File: src/rtl/date_display_scan_pkg.sv
// Shared types and constants for the date display scanner: FSM states,
// 4-bit digit codes, 7-segment lookup and separator-dot positions.
package date_display_scan_pkg;

  typedef enum logic [2:0] {
    S_IDLE,
    S_CONV_Y,
    S_CONV_M,
    S_CONV_D,
    S_COMMIT
  } state_t;

  // Converter operand width and shifts per field (one shift per cycle).
  localparam int         BCD_IN_W    = 15;
  localparam logic [3:0] CONV_CYCLES = 4'd15;

  localparam int NUM_DIGITS = 8;

  // Digit codes 0-9 are plain BCD; these two are the non-numeric glyphs.
  localparam logic [3:0] DIG_DASH  = 4'hA;
  localparam logic [3:0] DIG_BLANK = 4'hF;

  // Digit positions carrying the separator dot: year units and month units.
  localparam logic [NUM_DIGITS-1:0] DP_MASK = 8'b0001_0100;

  // Digit code to {g,f,e,d,c,b,a}; BLANK and any unused code go dark.
  function automatic logic [6:0] seg7(input logic [3:0] dig);
    logic [6:0] s;
    s = 7'h00;
    case (dig)
      4'h0:     s = 7'h3F;
      4'h1:     s = 7'h06;
      4'h2:     s = 7'h5B;
      4'h3:     s = 7'h4F;
      4'h4:     s = 7'h66;
      4'h5:     s = 7'h6D;
      4'h6:     s = 7'h7D;
      4'h7:     s = 7'h07;
      4'h8:     s = 7'h7F;
      4'h9:     s = 7'h6F;
      DIG_DASH: s = 7'h40;
      default:  s = 7'h00;
    endcase
    return s;
  endfunction

endpackage

File: src/rtl/date_display_scan_bin2bcd_seq.sv
// Sequential double-dabble converter: 15-bit binary in, low 4 BCD digits out.
// A start pulse loads the operand; 15 shift-add-3 steps follow, one per cycle.
// done is high during the last step and bcd then carries the final result,
// so the caller can capture it and restart on the same edge.
module date_display_scan_bin2bcd_seq
  import date_display_scan_pkg::*;
(
  input  logic                clk,
  input  logic                rst,
  input  logic                start,
  input  logic [BCD_IN_W-1:0] bin_in,
  output logic                done,
  output logic [15:0]         bcd
);

  logic [BCD_IN_W-1:0] bin_q;
  logic [15:0]         bcd_q;
  logic [15:0]         bcd_adj;
  logic [15:0]         bcd_nxt;
  logic [3:0]          cnt_q;

  // Add-3 correction on every digit >= 5, then shift in the next binary bit.
  // Digits above the fourth are dropped; they never feed back into lower ones.
  always_comb begin
    bcd_adj = '0;
    for (int i = 0; i < 4; i++) begin
      if (bcd_q[i*4 +: 4] >= 4'd5) bcd_adj[i*4 +: 4] = bcd_q[i*4 +: 4] + 4'd3;
      else                         bcd_adj[i*4 +: 4] = bcd_q[i*4 +: 4];
    end
    bcd_nxt = {bcd_adj[14:0], bin_q[BCD_IN_W-1]};
  end

  assign done = (cnt_q == 4'd1);
  assign bcd  = bcd_nxt;

  // Operand load on start, otherwise one shift step per cycle until the step counter expires.
  always_ff @(posedge clk) begin
    if (rst) begin
      bin_q <= '0;
      bcd_q <= '0;
      cnt_q <= '0;
    end else if (start) begin
      bin_q <= bin_in;
      bcd_q <= '0;
      cnt_q <= CONV_CYCLES;
    end else if (cnt_q != 4'd0) begin
      bin_q <= {bin_q[BCD_IN_W-2:0], 1'b0};
      bcd_q <= bcd_nxt;
      cnt_q <= cnt_q - 4'd1;
    end
  end

endmodule

File: src/rtl/date_display_scan.sv
// Date display scanner: snapshots year/month/day, converts each field to BCD
// with one shared sequential converter, commits all eight digits at once and
// scans them onto a multiplexed 7-segment display as YYYY.MM.DD.
//
//   state    | meaning
//   ---------+-----------------------------------------------------------
//   S_IDLE   | waiting for force_req or a refresh hit on scan_tick
//   S_CONV_Y | converting the year snapshot (15 cycles)
//   S_CONV_M | converting the month snapshot (15 cycles)
//   S_CONV_D | converting the day snapshot (15 cycles)
//   S_COMMIT | staged digits copied to display regs; pending force restarts
module date_display_scan
  import date_display_scan_pkg::*;
#(
  parameter int YEAR_W        = 15,
  parameter int MD_W          = 7,
  parameter int REFRESH_TICKS = 64
) (
  input  logic              clk,
  input  logic              rst,
  input  logic              scan_tick,
  input  logic              force_req,
  input  logic [YEAR_W-1:0] year,
  input  logic [MD_W-1:0]   month,
  input  logic [MD_W-1:0]   day,
  output logic [7:0]        an,
  output logic [7:0]        seg,
  output logic              busy
);

  localparam int                RC_W     = $clog2(REFRESH_TICKS);
  localparam logic [RC_W-1:0]   RC_LOAD  = RC_W'(REFRESH_TICKS - 1);
  localparam logic [YEAR_W-1:0] YEAR_MAX = YEAR_W'(9999);
  localparam logic [MD_W-1:0]   MD_MAX   = MD_W'(99);

  state_t              state_q;
  logic                pend_q;
  logic [MD_W-1:0]     month_q;
  logic [MD_W-1:0]     day_q;
  logic                yr_oor_q;
  logic                mo_oor_q;
  logic                dy_oor_q;
  logic [3:0]          stg_q  [NUM_DIGITS];
  logic [3:0]          disp_q [NUM_DIGITS];
  logic [RC_W-1:0]     rcnt_q;
  logic [2:0]          scan_idx_q;
  logic [2:0]          scan_nxt;

  logic                refresh_hit;
  logic                trigger;
  logic                cv_start;
  logic [BCD_IN_W-1:0] cv_in;
  logic                cv_done;
  logic [15:0]         cv_bcd;

  assign refresh_hit = scan_tick && (rcnt_q == RC_LOAD);
  assign scan_nxt    = scan_idx_q + 3'd1;

  // A refresh hit only starts a conversion from IDLE; the COMMIT cycle
  // restarts only for a force (pending or arriving), so back-to-back forces
  // keep busy high without an idle gap.
  always_comb begin
    trigger = 1'b0;
    if (state_q == S_IDLE)        trigger = force_req || refresh_hit;
    else if (state_q == S_COMMIT) trigger = pend_q || force_req;
  end

  // Converter start and operand: year straight from the input on the trigger
  // edge, month/day from the snapshot as the previous field finishes.
  always_comb begin
    cv_start = 1'b0;
    cv_in    = '0;
    if (trigger) begin
      cv_start = 1'b1;
      cv_in    = BCD_IN_W'(year);
    end else if (cv_done && state_q == S_CONV_Y) begin
      cv_start = 1'b1;
      cv_in    = BCD_IN_W'(month_q);
    end else if (cv_done && state_q == S_CONV_M) begin
      cv_start = 1'b1;
      cv_in    = BCD_IN_W'(day_q);
    end
  end

  date_display_scan_bin2bcd_seq u_bin2bcd (
    .clk    (clk),
    .rst    (rst),
    .start  (cv_start),
    .bin_in (cv_in),
    .done   (cv_done),
    .bcd    (cv_bcd)
  );

  // Conversion sequencer: snapshot, per-field capture into staging, pending force.
  always_ff @(posedge clk) begin
    if (rst) begin
      state_q  <= S_IDLE;
      busy     <= 1'b0;
      pend_q   <= 1'b0;
      month_q  <= '0;
      day_q    <= '0;
      yr_oor_q <= 1'b0;
      mo_oor_q <= 1'b0;
      dy_oor_q <= 1'b0;
      for (int i = 0; i < NUM_DIGITS; i++) stg_q[i] <= DIG_BLANK;
    end else begin
      case (state_q)
        S_IDLE: begin
          if (trigger) begin
            state_q <= S_CONV_Y;
            busy    <= 1'b1;
          end
        end
        S_CONV_Y: begin
          if (force_req) pend_q <= 1'b1;
          if (cv_done) begin
            stg_q[7] <= yr_oor_q ? DIG_DASH : cv_bcd[15:12];
            stg_q[6] <= yr_oor_q ? DIG_DASH : cv_bcd[11:8];
            stg_q[5] <= yr_oor_q ? DIG_DASH : cv_bcd[7:4];
            stg_q[4] <= yr_oor_q ? DIG_DASH : cv_bcd[3:0];
            state_q  <= S_CONV_M;
          end
        end
        S_CONV_M: begin
          if (force_req) pend_q <= 1'b1;
          if (cv_done) begin
            stg_q[3] <= mo_oor_q ? DIG_DASH : cv_bcd[7:4];
            stg_q[2] <= mo_oor_q ? DIG_DASH : cv_bcd[3:0];
            state_q  <= S_CONV_D;
          end
        end
        S_CONV_D: begin
          if (force_req) pend_q <= 1'b1;
          if (cv_done) begin
            stg_q[1] <= dy_oor_q ? DIG_DASH : cv_bcd[7:4];
            stg_q[0] <= dy_oor_q ? DIG_DASH : cv_bcd[3:0];
            state_q  <= S_COMMIT;
          end
        end
        S_COMMIT: begin
          if (trigger) begin
            state_q <= S_CONV_Y;
            pend_q  <= 1'b0;
          end else begin
            state_q <= S_IDLE;
            busy    <= 1'b0;
          end
        end
        default: begin
          state_q <= S_IDLE;
          busy    <= 1'b0;
        end
      endcase
      if (trigger) begin
        month_q  <= month;
        day_q    <= day;
        yr_oor_q <= (year > YEAR_MAX);
        mo_oor_q <= (month > MD_MAX);
        dy_oor_q <= (day > MD_MAX);
      end
    end
  end

  // Display digits change only on the edge leaving COMMIT, all eight together.
  always_ff @(posedge clk) begin
    if (rst) begin
      for (int i = 0; i < NUM_DIGITS; i++) disp_q[i] <= DIG_BLANK;
    end else if (state_q == S_COMMIT) begin
      for (int i = 0; i < NUM_DIGITS; i++) disp_q[i] <= stg_q[i];
    end
  end

  // Digit scan and refresh down-counter, both stepped by scan_tick only.
  always_ff @(posedge clk) begin
    if (rst) begin
      scan_idx_q <= 3'd0;
      an         <= 8'h01;
      seg        <= 8'h00;
      rcnt_q     <= RC_LOAD;
    end else if (scan_tick) begin
      scan_idx_q <= scan_nxt;
      an         <= {an[6:0], an[7]};
      seg        <= {DP_MASK[scan_nxt] && (disp_q[scan_nxt] != DIG_BLANK),
                     seg7(disp_q[scan_nxt])};
      rcnt_q     <= (rcnt_q == '0) ? RC_LOAD : rcnt_q - 1'b1;
    end
  end

endmodule
File: config.mk
export PLATFORM = sky130hd
export DESIGN_NAME = date_display_scan
export DESIGN_NICKNAME = d
export VERILOG_FILES = /design/src/rtl/date_display_scan_pkg.sv /design/src/rtl/date_display_scan_bin2bcd_seq.sv /design/src/rtl/date_display_scan.sv
export SDC_FILE = /design/constraint.sdc
export NUM_CORES = 1
export LEC_CHECK = 0
export ABC_AREA = 0
export CAP_MARGIN = 20
export CORE_ASPECT_RATIO = 1.4
export CORE_UTILIZATION = 35
export CTS_BUF_LIST = sky130_fd_sc_hd__clkbuf_4
export CTS_CLUSTER_DIAMETER = 80
export CTS_CLUSTER_SIZE = 10
export DETAILED_ROUTE_END_ITERATION = 12
export GPL_TIMING_DRIVEN = 0
export REMOVE_ABC_BUFFERS = 1
export SYNTH_ARGS = -nofsm -noshare
export SYNTH_HDL_FRONTEND = slang
export SYNTH_SLANG_ARGS = --single-unit
File: constraint.sdc
create_clock -name clk -period 5.95 [get_ports clk]
set_input_delay 1.19 -clock clk [delete_from_list [all_inputs] [get_ports clk]]
set_output_delay 1.19 -clock clk [all_outputs]
set_load 0.01 [all_outputs]
; ---- Word level (Yosys, flattened, before mapping)
; Memory sizes are Yosys's and may differ from the RTL's. A register that Yosys moved wholly into a read port is not among the register bits.
; Index checks and enable logic that the tools add are counted.
[classes]
muxes = 69
n_lt_le_gt_ge = 8
bitwise_logic = 17
add_sub_neg = 7
n_eq_ne = 14
n_reduce_logical = 16
[ops]
columns = op, count
row1 = 4-bit two-way mux, 29
row2 = 15-bit two-way mux, 3
row3 = 1-bit two-way mux, 26
row4 = 4-bit by 3-bit >= comparator with 1-bit output (second input constant), 4
row5 = 1-bit OR, 16
row6 = 15-bit by 14-bit > comparator with 1-bit output (second input constant), 1
row7 = 3-bit two-way mux, 5
row8 = 3-bit one-hot mux with 5 select lines, 1
row9 = 7-bit > comparator (second input constant), 2
row10 = 7-bit two-way mux, 2
row11 = 4-bit by 2-bit adder with 4-bit output (second input constant), 3
row12 = 2-bit != test (second input constant), 6
row13 = 3-bit by 2-bit equality test with 1-bit output (second input constant), 2
row14 = 6-bit equality test (second input constant), 1
row15 = 6-bit zero test, 1
row16 = 6-bit two-way mux, 1
row17 = 3-bit AND reduction, 2
row18 = 6-bit by 1-bit subtractor with 6-bit output (second input constant), 1
row19 = 4-bit by 1-bit equality test with 1-bit output (second input constant), 1
row20 = 1-bit logical AND, 4
row21 = 3-bit by 4-bit < comparator with 1-bit output (second input constant), 1
row22 = 4-bit != test (second input constant), 1
row23 = 4-bit AND reduction, 1
row24 = 2-bit nonzero test, 2
row25 = 14 further kinds, 15
[word_totals]
mem_count = 4
ramBits = 64
mem_bits_ro = 120
ff_bits = 82
out_inout_bits = 17
word_cells = 150
in_bits = 33
[memory_table]
columns = memory, words, word_bits, rd, rd_ports_with_merged_regs, write_ports, line
row1 = (no name shown), 16, 7, 1, 1, 0, date_display_scan_pkg.sv:30  ; case (dig)
row2 = disp_q, 8, 4, 1, 0, 8, date_display_scan.sv:44  ; logic [3:0] disp_q [NUM_DIGITS];
row3 = stg_q, 8, 4, 8, 0, 8, date_display_scan.sv:43  ; logic [3:0] stg_q [NUM_DIGITS];
row4 = (no name shown), 8, 1, 1, 0, 0, date_display_scan.sv:183  ; seg <= {DP_MASK[scan_nxt] && (disp_q[scan_nxt] != DIG_BLANK),

; ---- Longest topological paths before layout
[logic_depth]
depth_word = 6
depth_mapped = 11
mapped_depth_nobuf = 9

; ---- Modules after synthesis
; A second synthesis with hierarchy kept.
[unflattened]
hier_cells = 685
area_unflattened_um2 = 7001.7
[modules_own_cells]
columns = module, cells_per_inst, area_each_um2, seq_area_each_um2, instances
row1 = date_display_scan, 461, 5180.0, 2862.7, 1
row2 = date_display_scan_bin2bcd_seq, 224, 1821.7, 700.7, 1

; ---- Worst setup path before layout
; No wires, ideal clock.
[synth_timing]
kind = input to register
from = input port scan_tick
to = register u_bin2bcd.bcd_q[1]
n_path_buf = 3
setup_time_ns = 0.117
required_time_ns = 5.833
stages = 8
path_slack_ns = 3.172
arrival_ns = 2.661
cell_sequence = buf_2 -> nand2_1 -> or3_1 -> a211o_1 -> buf_2 -> nand3_1 -> buf_2 -> nor2_1
[synth_between]
elab_chain_cells = 5
[synth_lines]
columns = element, line
row1 = start: declaration, date_display_scan.sv:21  ; input logic scan_tick,
row2 = 1-bit logical AND, date_display_scan.sv:56  ; assign refresh_hit = scan_tick && (rcnt_q == RC_LOAD);
row3 = 1-bit logical OR, date_display_scan.sv:64  ; if (state_q == S_IDLE) trigger = force_req || refresh_hit;
row4 = 1-bit two-way mux, date_display_scan.sv:64
row5 = 1-bit two-way mux, date_display_scan.sv:73  ; if (trigger) begin
row6 = 2-bit OR reduction (no line), n/a
row7 = end signal: assignment, date_display_scan_bin2bcd_seq.sv:48  ; bcd_q <= bcd_nxt;
row8 = end: declaration, date_display_scan_bin2bcd_seq.sv:17  ; logic [15:0] bcd_q;
; Every way passes these cells.
; A chain may end at the register's enable or synchronous reset.

; ---- Worst setup path after layout
[layout_timing]
from = input port scan_tick
to = register u_bin2bcd.bin_q[14]
[layout_between]
elab_chain_cells = 5
word_cells_on_any_way = 7
classes_between = mux (4) / reduce/logical (3)
[layout_lines]
columns = element, line
row1 = 1-bit logical AND (*), date_display_scan.sv:56
row2 = 1-bit logical OR (*), date_display_scan.sv:64
row3 = 1-bit two-way mux (*), date_display_scan.sv:64
row4 = 15-bit two-way mux / 1-bit two-way mux (equally long branches), date_display_scan.sv:73
row5 = 15-bit two-way mux / 2-bit nonzero test (equally long branches), n/a
row6 = end signal: assignment, date_display_scan_bin2bcd_seq.sv:43  ; bin_q <= bin_in;
row7 = end signal: assignment, date_display_scan_bin2bcd_seq.sv:47  ; bin_q <= {bin_q[BCD_IN_W-2:0], 1'b0};
row8 = end: declaration, date_display_scan_bin2bcd_seq.sv:16  ; logic [BCD_IN_W-1:0] bin_q;
; Every way passes the cells marked *; elsewhere a longest branch is shown, timed or not.

==> impl_metrics.py <==
metrics = {
    "status": {
        "status": "finished, final reports clean",
    },
    "hold_path": {
        "hold_depth": 2,
        "hold_class": "flop to flop",
    },
    "synthesis": {
        "syn_area_um2": 6690,
        "ys_top_cells_by_area": "edfxtp_1, dfxtp_1, nand2_1, ha_1, a21oi_1",
        "synthFlopType": "dfxtp_1",
        "yosysTopAreaCell": "edfxtp_1",
        "synth_edf_count": 64,
        "ys_warn_count": 0,
        "ys_seq_area_share_pct": 53.2,
        "netlist_instances": 656,
        "async_flop_share_pct": 0,
        "synth_seq_cells": 146,
        "avgSynthCellArea_um2": 10.2,
        "synth_top_area_share_pct": 28.7,
        "post_synth_num_cell_types": 52,
    },
    "timing": {
        "setup_viol_count_final": 0,
        "tightest_slew_ns": 0.956,
        "fin_crit_ns": 3.43,
        "maxSlewViolCount": 0,
        "skew_ns": 0.0180,
        "hold_slack_ns": 0.459,
        "slew-limit-headroom_pct": 36.3,
        "clock.fmax_mhz": 292,
        "setup_slack_ns": 2.52,
        "final.period_utilization_pct": 57.6,
        "hold_violations": 0,
        "grt_setup_unrepaired": "false",
    },
    "critical_path": {
        "arrival_ns": 3.88,
        "rr_worst_depth": 8,
        "path_class": "input port to flop",
        "critPathLaunchType": "input port",
        "endpoint_kind": "flop",
        "cp_max_fo": 20,
        "critical_path_required_ns": 6.40,
    },
    "routing": {
        "vias": 4796,
        "wl_per_cell_um": 13.8,
        "drc": 0,
        "ant_nets": 0,
        "vias_per_cell": 5.08,
        "finalWirelength_um": 13100,
        "drtIter0Drc": 284,
        "first_pass_iters": 4,
    },
    "floorplan": {
        "die_w_um": 119,
        "die_h_um": 166,
        "core_area_um2": 18700,
        "core.rowCount": 59,
        "initial_utilization_pct": 35.8,
        "ios": 50,
        "die_area_um2": 19700,
    },
    "clocking": {
        "cts.root.buffer_cell": "clkbuf_4",
        "post_cts_buffers": 0,
        "cts_resized": 0,
        "cts_tree": "yes",
        "clkTransAtPathRegs_ns": 0.12,
        "clock_latency_ns": 0.55,
        "numCtsBuffers": 17,
        "htreeDepth": 4,
        "ctsHoldBuffers": 0,
        "cts.path.max_buffers": 2,
        "cts_sinks": 146,
    },
    "grt": {
        "gr-usage-all-layers_pct": 13.9,
        "grt_max_degree": 102,
        "grt_pass1_vias": 4590,
        "grt_pass1_wl_um": 21700,
        "grt_overflow_total": 0,
        "antenna_found_initial": 0,
    },
    "flow_run": {
        "max_cap_viol_count": 0,
    },
    "power": {
        "vdd.ir_drop.worst_uv": 173,
        "p_leak_nw": 2.54,
        "pwr_density_cell_nw_per_um2": 273,
    },
    "place": {
        "io_buffers": 49,
        "place_congestion": 0.754,
        "pre_cts_ws_ns": 1.96,
        "dpl.hpwl_um": 9350,
    },
    "final_layout": {
        "drive_above_1_share_pct": 9.42,
        "utilization_pct": 41.4,
        "area_delta_synth_final_pct": 15.5,
        "diodes": 0,
        "nNetsFinal": 744,
        "fill_cells": 1816,
    },
}
cells in the final DEF, fill, tap and decap left out, drive strengths merged, types with 6 or more instances in the layout:
cell type / instances
nand2: 94
dfxtp: 82
edfxtp: 64
a21oi: 56
clkdlybuf4s50: 48
nor2: 43
o21ai: 31
or3: 28
inv: 27
mux2i: 25
ha: 23
clkbuf: 18
a211oi: 15
nand2b: 15
or2: 10
xnor2: 9
nor3: 9
a32oi: 8
nor3b: 7
a222oi: 7
buf: 7
o2bb2ai: 6
and2: 6
metrics by stage:
step	std cells	total power [mW]	setup TNS, ns	cell area, um^2
floorplan	614	1.35	0	6500
finish	945	2.11	0	7730
detailed placement	913	1.48	0	7430
global placement	907	1.45	-13.29	7290
global route	945	2.21	0	7730
CTS	945	2.13	0	7730
cell type report:
type                    count  area [um^2]  share of cell area [%]
multi-input cells         446         2870                    37.1
repair buffers             55          617                    7.98
clock buffers              18          135                    1.75
clock inverters            14          160                    2.07
flip-flops and latches    146         3560                    46.1
well taps                 244          305                    3.95
inverters                  22         82.6                    1.07
layer usage:
| layer | up-vias | wire [um] | track usage [%] | part of all wire, % |
|---|---|---|---|---|
| met5 | - | 0 | 0 | 0 |
| met4 | 0 | 314 | 6.66 | 2.4 |
| met3 | 21 | 444 | 3.06 | 3.4 |
| met2 | 94 | 7140 | 26.2 | 55 |
| met1 | 2271 | 5150 | 14.3 | 39 |
| li1 | 2410 | - | - | - |
flip-flops by register name (all words and copies together), names as in the netlist:
name	count
state_q	3
dy_oor_q	1
disp_q	32
an	8
busy	1
stg_q	32
yr_oor_q	1
u_bin2bcd.bin_q	15
day_q	7
scan_idx_q	3
rcnt_q	6
pend_q	1
u_bin2bcd.bcd_q	16
seg	8
u_bin2bcd.cnt_q	4
month_q	7
mo_oor_q	1
power by group:
| group | internal, mW | switching [mW] | total (mW) |
|---|---|---|---|
| clock network | 0.295 | 0.353 | 0.649 |
| logic | 0.140 | 0.190 | 0.331 |
| registers | 1.09 | 0.0354 | 1.13 |
final timing paths:
path | from | end | slack (ns)
setup / recovery | scan_tick | u_bin2bcd.bin_q[14] | 2.52
hold / removal | u_bin2bcd.bin_q[14] | u_bin2bcd.bcd_q[0] | 0.46
setup reg to reg | scan_idx_q[0] | seg[6] | 2.94
hold reg to reg | u_bin2bcd.bin_q[14] | u_bin2bcd.bcd_q[0] | 0.46
Yosys cell counts (all sizes together) (7+ instances only):
| cell | n |
|---|---|
| nor2 | 43 |
| inv | 22 |
| nand2b | 15 |
| buf | 16 |
| or3 | 28 |
| ha | 23 |
| nor3 | 9 |
| a222oi | 7 |
| edfxtp | 64 |
| a21oi | 56 |
| nor3b | 7 |
| a211oi | 15 |
| or2 | 10 |
| mux2i | 25 |
| clkbuf | 26 |
| o21ai | 31 |
| xnor2 | 9 |
| a32oi | 8 |
| nand2 | 94 |
| dfxtp | 82 |
worst max-delay path: stages:
cell	delay, ns
clkdlybuf4s50_1	0.71
buf_16	0.21
nand2_1	0.12
or3_1	0.37
a211o_1	0.46
and2_1	0.46
a311oi_1	0.34
logic make-up after synthesis:
group	Yosys count	synth area share (%)
AO/OA/AOI/OAI	138	13.0
flip-flops	146	53.2
buffers and inverters	64	4.13
AND/OR/NAND/NOR	237	17.4
XOR/XNOR	14	1.83
multiplexers	34	6.09
adder cells (fa/ha/maj)	23	4.30
Note: power is estimated with default switching activity, not from simulation.
